==> config.mk <==
export PLATFORM = sky130hd
export DESIGN_NAME = bios_loader
export DESIGN_NICKNAME = d
export VERILOG_FILES = /design/src/rtl/bios_loader.sv
export SDC_FILE = /design/constraint.sdc
export NUM_CORES = 1
export LEC_CHECK = 0
export CORE_MARGIN = 5
export CORE_UTILIZATION = 35
export DETAILED_ROUTE_END_ITERATION = 7
export GPL_ROUTABILITY_DRIVEN = 1
export SLEW_MARGIN = 10
export SYNTH_ARGS = -nofsm -noshare
export SYNTH_HDL_FRONTEND = slang
export SYNTH_SLANG_ARGS = --single-unit
export TNS_END_PERCENT = 100
==> constraint.sdc <==
create_clock -name clk_sdr -period 4.5 [get_ports clk_sdr]
set_input_delay 0.45 -clock clk_sdr [delete_from_list [all_inputs] [get_ports clk_sdr]]
set_output_delay 0.45 -clock clk_sdr [all_outputs]
set_load 0.005 [all_outputs]
==> src/rtl/bios_loader.sv <==
// bios_loader -- stages a byte-wide BIOS download into 16-bit words and
// hands them to a consumer in half-buffer bursts.
//
// Ports:
//   clk_sdr        in   single clock, rising edge
//   reset          in   synchronous, active-high
//   ioctl_download in   download window active
//   ioctl_wr       in   one-cycle byte strobe
//   ioctl_addr     in   byte address of ioctl_dout (25 bits)
//   ioctl_dout     in   download byte
//   bios_req       in   consumer pulls one word per high cycle
//   bios_addr      out  word address of the next word presented (14 bits)
//   bios_din       out  word presented to the consumer (16 bits)
//   bios_wr        out  a burst of BUF_WORDS/2 words is available
//   bios_loaded    out  image complete; holds the CPU out of reset
//   overrun        out  sticky error flag
//   o_state        out  current FSM state, for debug and checkers
//
// Handshake: bios_wr acts as "valid" for a whole half-buffer burst. Every
// cycle bios_req is high while bios_wr is high, one word is consumed:
// bios_din is loaded from the buffer and bios_addr advances, with bios_din
// valid one cycle after the request. The consumer ends the burst by
// dropping bios_req; bios_wr falls in the cycle after that falling edge.
// bios_req seen in any other state has no effect.
module bios_loader #(
    parameter int BUF_WORDS = 64,
    parameter int MAX_BYTES = 32768
) (
    input  logic        clk_sdr,
    input  logic        reset,
    input  logic        ioctl_download,
    input  logic        ioctl_wr,
    input  logic [24:0] ioctl_addr,
    input  logic [7:0]  ioctl_dout,
    input  logic        bios_req,
    output logic [13:0] bios_addr,
    output logic [15:0] bios_din,
    output logic        bios_wr,
    output logic        bios_loaded,
    output logic        overrun,
    output logic [2:0]  o_state
);

    localparam int AW = $clog2(BUF_WORDS);

    typedef enum logic [2:0] {
        S_IDLE  = 3'd0,
        S_FILL  = 3'd1,
        S_BURST = 3'd2,
        S_FLUSH = 3'd3,
        S_DONE  = 3'd4
    } state_t;

    state_t          r_state;
    logic [15:0]     r_buf [BUF_WORDS];
    logic            r_dl_q;
    logic            r_req_q;
    logic [7:0]      r_latch;
    logic            r_latch_vld;
    logic [AW-1:0]   r_latch_idx;
    logic            r_partial;   // bytes written into a half not yet completed
    logic            r_pend;      // a completed half is waiting for its burst
    logic            r_ended;     // download window has closed

    logic            w_dl_rise;
    logic            w_dl_fall;
    logic            w_strobe;
    logic            w_accept;
    logic            w_drop;
    logic            w_half_done;
    logic            w_req_fall;
    logic            w_buf_we;
    logic [AW-1:0]   w_buf_idx;
    logic [15:0]     w_buf_data;

    assign w_dl_rise   = ioctl_download & ~r_dl_q;
    assign w_dl_fall   = ~ioctl_download & r_dl_q;
    assign w_strobe    = ioctl_download & ioctl_wr;
    assign w_accept    = w_strobe & (ioctl_addr < 25'(MAX_BYTES));
    assign w_drop      = w_strobe & ~(ioctl_addr < 25'(MAX_BYTES));
    // An odd byte landing on the last word of a half completes that half.
    assign w_half_done = w_accept & ioctl_addr[0] & (&ioctl_addr[AW-1:1]);
    assign w_req_fall  = r_req_q & ~bios_req;
    assign o_state     = r_state;

    // Buffer write port: odd bytes complete a word; a byte still latched
    // when the window closes is written with a zero upper half.
    always_comb begin
        w_buf_we   = 1'b0;
        w_buf_idx  = ioctl_addr[AW:1];
        w_buf_data = {ioctl_dout, r_latch};
        if (!reset) begin
            if (w_accept && ioctl_addr[0]) begin
                w_buf_we = 1'b1;
            end else if (w_dl_fall && r_latch_vld) begin
                w_buf_we   = 1'b1;
                w_buf_idx  = r_latch_idx;
                w_buf_data = {8'h00, r_latch};
            end
        end
    end

    // Buffer contents deliberately survive reset.
    always_ff @(posedge clk_sdr) begin
        if (w_buf_we) begin
            r_buf[w_buf_idx] <= w_buf_data;
        end
    end

    always_ff @(posedge clk_sdr) begin
        if (reset) begin
            r_state     <= S_IDLE;
            bios_addr   <= '0;
            bios_din    <= '0;
            bios_wr     <= 1'b0;
            bios_loaded <= 1'b0;
            overrun     <= 1'b0;
            // Treat a window that is already open as old, so an interrupted
            // download needs a fresh rising edge to restart.
            r_dl_q      <= 1'b1;
            r_req_q     <= 1'b0;
            r_latch     <= '0;
            r_latch_vld <= 1'b0;
            r_latch_idx <= '0;
            r_partial   <= 1'b0;
            r_pend      <= 1'b0;
            r_ended     <= 1'b0;
        end else begin
            r_dl_q  <= ioctl_download;
            r_req_q <= bios_req;

            case (r_state)
                S_IDLE, S_DONE: begin
                    if (w_dl_rise) begin
                        r_state     <= S_FILL;
                        bios_addr   <= '0;
                        bios_wr     <= 1'b0;
                        bios_loaded <= 1'b0;
                        overrun     <= 1'b0;
                        r_partial   <= 1'b0;
                        r_pend      <= 1'b0;
                        r_ended     <= 1'b0;
                    end
                end
                S_FILL: begin
                    if (r_pend || w_half_done) begin
                        // A deferred half goes first; a half completing in
                        // this same cycle then becomes the deferred one.
                        r_state <= S_BURST;
                        bios_wr <= 1'b1;
                        r_pend  <= r_pend & w_half_done;
                    end else if (r_ended) begin
                        if (r_partial) begin
                            r_state <= S_FLUSH;
                            bios_wr <= 1'b1;
                        end else begin
                            r_state     <= S_DONE;
                            bios_loaded <= 1'b1;
                        end
                    end
                end
                S_BURST, S_FLUSH: begin
                    if (bios_req) begin
                        bios_din  <= r_buf[bios_addr[AW-1:0]];
                        bios_addr <= bios_addr + 14'd1;
                    end
                    if (w_req_fall) begin
                        bios_wr <= 1'b0;
                        if (r_state == S_FLUSH) begin
                            r_state     <= S_DONE;
                            bios_loaded <= 1'b1;
                            r_partial   <= 1'b0;
                        end else begin
                            r_state <= S_FILL;
                        end
                    end
                    if (w_half_done) begin
                        r_pend  <= 1'b1;
                        overrun <= 1'b1;
                    end
                end
                default: r_state <= S_IDLE;
            endcase

            // Byte path; placed after the FSM so a byte strobed in the same
            // cycle as the download rising edge is not lost.
            if (w_accept) begin
                if (!ioctl_addr[0]) begin
                    r_latch     <= ioctl_dout;
                    r_latch_vld <= 1'b1;
                    r_latch_idx <= ioctl_addr[AW:1];
                end else begin
                    r_latch_vld <= 1'b0;
                end
            end else if (w_dl_fall) begin
                r_latch_vld <= 1'b0;
            end
            if (w_half_done) begin
                r_partial <= 1'b0;
            end else if (w_accept) begin
                r_partial <= 1'b1;
            end
            if (w_drop) begin
                overrun <= 1'b1;
            end
            if (w_dl_fall) begin
                r_ended <= 1'b1;
            end
        end
    end

endmodule

* Word-level counts from Yosys, hierarchy flattened
Memories as Yosys holds them, arrays and structs flattened. A register that Yosys moved wholly into a read port is not among the register bits.
Index checks and enable logic that the tools add are counted.
** Word-level totals
- Bits in registers :: 40
- Bits in writable memories :: 1024
- Input port bits :: 38
- Word-level logic and storage cells :: 122
- Memories :: 1
** Operators by class
- Add/sub/neg operators :: 1
- Magnitude comparators :: 1
- Equality and inequality tests :: 20
- Muxes and demuxes :: 47
- Bitwise gates (word level) :: 14
- Reduce and logical (&&, ||, !) cells :: 25
** Memory list
- r_buf :: words 64, bits a word 16, rd ports 1, clocked after memory_dff 1, wr ports 1, RTL line 55 : logic [15:0] r_buf [BUF_WORDS];
** Operators with widths (count)
- 2-to-1 mux 16 bit :: 3
- 2-to-1 mux 14 bit :: 2
- case mux 14 bit (2 select lines) :: 1
- 2-to-1 mux 1 bit :: 26
- < comparator 25 x 16 -> 1 bit, second input constant :: 1
- != test 3 bit, second input constant :: 7
- 2-to-1 mux 3 bit :: 6
- 2-to-1 mux 6 bit :: 3
- != test 2 bit, second input constant :: 9
- adder 14 x 1 -> 14 bit, second input constant :: 1
- AND reduction 5 bit :: 2
- bitwise AND 1 bit :: 9
- case mux 1 bit (3 select lines) :: 3
- case mux 3 bit (3 select lines) :: 1
- AND reduction 3 bit :: 3
- nonzero test 3 bit :: 3
- AND reduction 4 bit :: 2
- nonzero test 2 bit :: 4
- AND reduction 7 bit :: 1
- equality test 3 x 2 -> 1 bit, second input constant :: 2
- AND reduction 2 bit :: 3
- OR reduction 2 bit :: 3
- NOT 1 bit :: 5
- case mux 1 bit (2 select lines) :: 2
- 5 further kinds :: 6

* Longest topological paths before layout
- Word-level depth :: 8
- Mapped depth :: 9

* Least setup slack after synthesis
No wires, ideal clock.
- Kind :: input port to flip-flop
- Start point :: input ioctl_addr[18]
- End point :: memory r_buf[32][0], enable pin
- Setup time :: 402 ps
- Arrival :: 3052 ps
- Required time :: 4098 ps
- Setup slack :: 1046 ps
- Stages on the path :: 7
- Cells stage by stage :: or4_4 nor4_4 a211o_1 buf_6 buf_4 a21oi_1 nor4bb_2
** Between the ends
- Longest elaborated chain between the ends :: 7
- Elaborated cells between the ends (all ways) :: 9
- Those cells by class :: 1 x order compare; 6 x mux; 1 x bitwise; 1 x reduce/logical
** Ends and longest elaborated chain
- start: declaration :: RTL line 33 : input logic [24:0] ioctl_addr,
- < comparator 25 x 16 -> 1 bit * :: RTL line 79 : assign w_accept = w_strobe & (ioctl_addr < 25'(MAX_BYTES));
- bitwise AND 1 bit * :: RTL line 79
- logical AND 1 bit * :: RTL line 93 : if (w_accept && ioctl_addr[0]) begin
- 2-to-1 mux 1 bit :: RTL line 93
- 2-to-1 mux 1 bit :: RTL line 92 : if (!reset) begin
- 2-to-1 mux 1 bit :: RTL line 105 : if (w_buf_we) begin
- 2-to-1 mux 1 bit (not written as such) :: RTL line 106 : r_buf[w_buf_idx] <= w_buf_data;
- end: declaration :: RTL line 55
Mark *: on every way between the ends. The rest lies on a longest branch, timed or not.

* Worst setup path after layout
- Start point :: input ioctl_addr[18]
- End point :: memory r_buf[0][10], enable pin
Same word-level chain as after synthesis.

==> results.yml <==
outcome:
  status: "complete, no violations"
yosys:
  synthXorXnorAreaFrac_pct: 0.249
  synth_compound_area_share_pct: 4.15
  synthAdderAreaFrac_pct: 0.0889
  synth-simple-area-share_pct: 5.44
  synth_area_sq_um: 42200
  ys_types: 60
  postSynthAreaPerCell_sq_um: 18.2
  ys_ff_latch: 1080
  synth_flop_cell: "edfxtp_1"
  synth_top_family_by_area: "multiplexers"
  ys.warnings.count: 0
  synthArstFlopShare_pct: 0
  synth_nets: 2358
  ys_seq_area_share_pct: 75.5
  synthMuxAreaShare_pct: 13.2
  postSynthCellCount: 2317
  synth-edff-count: 1024
critical_path:
  critical_path_class: "input pin to flip-flop"
  slowest_delay_ps: 1050
  crit_required_ps: 4890
  timing.critical_path.to_type: "flip-flop"
  critPathSlowestCell: "o21ai_1"
  crit_fanout: 16
  critPathTopFamily: "simple AND/OR/NAND/NOR gates"
  arrival_ps: 3990
  start_kind: "input pin"
  cp.buffers_inverters: 2
  crit_chain: "clkdlybuf4s50_1 > or4_4 > nor4_4 > a211oi_2 > and3_1 > o21ai_1 > nor2_1 > buf_4"
die:
  start_util_pct: 35.2
  io_pins: 74
  core_area_sq_um: 120000
  num_rows: 127
  dieWidth_microns: 357
  dieHeight_microns: 357
  dieArea_sq_um: 128000
place:
  hpwlAfterDp_microns: 63700
  gp_congestion: 0.888
  port_buffers: 65
clock_tree:
  cts_tree: "yes"
  cts-buffers-inserted: 101
  cts-htree-levels: 3
  cts-root-buf: "clkbuf_16"
  clkLatencyLatePin_ps: 660
  cts_sinks: 1080
  cts_resized: 0
  clk_pin_slew_ps: 60
  post_cts_buffers: 0
  cts_hold_buf: 0
  cts.path.max_buffers: 3
global_routing:
  antenna_found_initial: 7
  grt_overflow: 0
  grt_pass1_wl_microns: 153000
  grt_max_degree: 85
  grt_pass1_vias: 21900
  grt_usage_pct: 16.3
power:
  power.leakage_nw: 15.7
  comb_power_share_pct: 1.2
  p_int_mw: 16.0
  powerDensity_nw_per_um2: 405
  seq_power_share_pct: 55.2
  vdd_ir_drop_max_mv: 0.421
  clockPowerShare_pct: 43.6
  swShare_pct: 19.2
  p_sw_mw: 3.79
routing:
  routed_wl_microns: 106000
  drc: 0
  wire_per_inst_microns: 25.4
  antenna_left: 0
  firstDrtPassIters: 5
  first_iter_violations: 2418
  vias: 22000
  avgViaCountPerCell: 5.28
timing:
  slew_headroom_pct: 7.14
  min_period_over_period_pct: 79.9
  fin_crit_ps: 3600
  rsz0062_at_grt: "false"
  worstMarginPinSlew_ps: 1380
  holdWs_ps: 396
  setup_viol: 0
  hold_viol: 0
  drv_slew: 0
  finalClockSkew_ps: 20.6
  max_freq_mhz: 278
  finalSetupTns_ps: 0
layout:
  area_growth_pct: 15.7
  fin_nets: 2516
  drive_gt1_share_pct: 17.7
run:
  drv_cap: 0
hold_path:
  min_path_type: "input pin to flip-flop"
==> flip-flops by register name, indices dropped and copies added (netlist names) <==
| name | cells |
|---|---|
| bios_addr | 14 |
| bios_din | 16 |
| bios_loaded | 1 |
| bios_wr | 1 |
| o_state | 3 |
| overrun | 1 |
| r_buf | 1024 |
| r_dl_q | 1 |
| r_ended | 1 |
| r_latch | 8 |
| r_latch_idx | 6 |
| r_latch_vld | 1 |
| r_partial | 1 |
| r_pend | 1 |
| r_req_q | 1 |
==> cell usage after synthesis, types with 7 or more instances <==
master | instances | share of area [%]
mux2i_1 | 269 | 6.4
clkbuf_1 | 74 | 0.66
nor3_1 | 16 | 0.19
nand2_1 | 49 | 0.44
nor3b_1 | 24 | 0.43
nand3_1 | 72 | 0.85
dfxtp_1 | 56 | 2.7
a21oi_1 | 108 | 1.3
buf_2 | 27 | 0.32
buf_1 | 25 | 0.22
nand4_1 | 35 | 0.52
and3_1 | 7 | 0.10
xor2_1 | 10 | 0.21
a221o_1 | 16 | 0.38
a22oi_1 | 97 | 1.7
nor2b_1 | 74 | 1.1
mux4_2 | 128 | 6.8
edfxtp_1 | 1024 | 73
and2_1 | 9 | 0.13
nor2_1 | 112 | 1.0
==> worst register-to-register path, delay by kind of cell, from the launching register on <==
| family | cells | cell delay (ps) |
|---|---|---|
| compound gates | 2 | 2070 |
| fa+ha+maj | 1 | 200 |
| buf+inv | 1 | 270 |
| flops | 1 | 340 |
| simple gates | 3 | 390 |
==> cell families (layout without fill, tap and decap cells) <==
logic type	count (synthesis)	after routing
adder cells (fa/ha/maj)	3	3
multiplexers	397	397
AO/OA/AOI/OAI	257	257
AND/OR/NAND/NOR	432	432
buffers and inverters	136	376
other	0	4
flip-flops	1080	1080
XOR/XNOR	12	12
==> metrics by stage <==
stage          utilization [%]  worst slack (ps)  total power, mW  instance area, sq um  instances
2_1_floorplan                -              1050             11.2                 42200       2317
3_3_place_gp              38.0               357             11.3                 45500       3984
3_5_place_dp              38.0               407             11.4                 45500       3984
4_1_cts                   40.8              1050             19.9                 48800       4169
5_1_grt                   40.8               871             20.4                 48800       4169
6_report                  40.8               903             19.8                 48900       4173
==> power by group through the flow <==
stage               Combinational, mW  Sequential [mW]  Clock, mW
floorplan                      0.0935             11.1          0
global placement                0.217             11.1          0
detailed placement              0.228             11.1          0
CTS                             0.228             10.9       8.81
global route                    0.240             10.9       9.21
finish                          0.228             10.9       8.63
==> per-layer routing <==
layer  part of all wire [%]  wire, microns  global-route usage [%]
met2                     48          50800                    26.4
met5                  0.044             47                       0
met1                     43          45100                    22.9
met4                    2.5           2640                    4.59
met3                    7.1           7490                    2.70
==> path summary, 6_finish.rpt <==
| kind | start | to | slack, ps | cells past startpoint |
|---|---|---|---|---|
| max | ioctl_addr[18] | r_buf[0][10] | 900 | 8 |
| min | reset | r_latch[7] | 400 | 3 |
| max reg2reg | r_dl_q | r_buf[0][10] | 960 | 7 |
| min reg2reg | bios_loaded | bios_loaded | 450 | 2 |
==> layout make-up <==
cell class,count,area (sq um)
fillers,10700,71000
flip-flops and latches,1080,31900
multi-input cells,1101,9840
clock buffers,130,2750
well taps,1612,2020
repair buffers,186,1720
clock inverters,55,613
inverters,5,18.8
diodes,4,10.0
==> cell usage in the layout (no fill, tap or decap), types with 13 or more instances in the layout <==
master	Yosys	final
a21oi_1	108	108
a221o_1	16	16
a22oi_1	97	97
buf_12	1	13
buf_4	3	108
clkbuf_1	74	22
clkbuf_16	0	105
clkdlybuf4s50_1	0	64
clkinv_1	0	15
clkinv_2	0	18
dfxtp_1	56	46
edfxtp_1	1024	1024
mux2i_1	269	269
mux4_2	128	128
nand2_1	49	49
nand3_1	72	72
nand4_1	35	35
nor2_1	112	109
nor2b_1	74	71
nor3_1	16	15
nor3b_1	24	23
(Power assumes the default switching activity.)
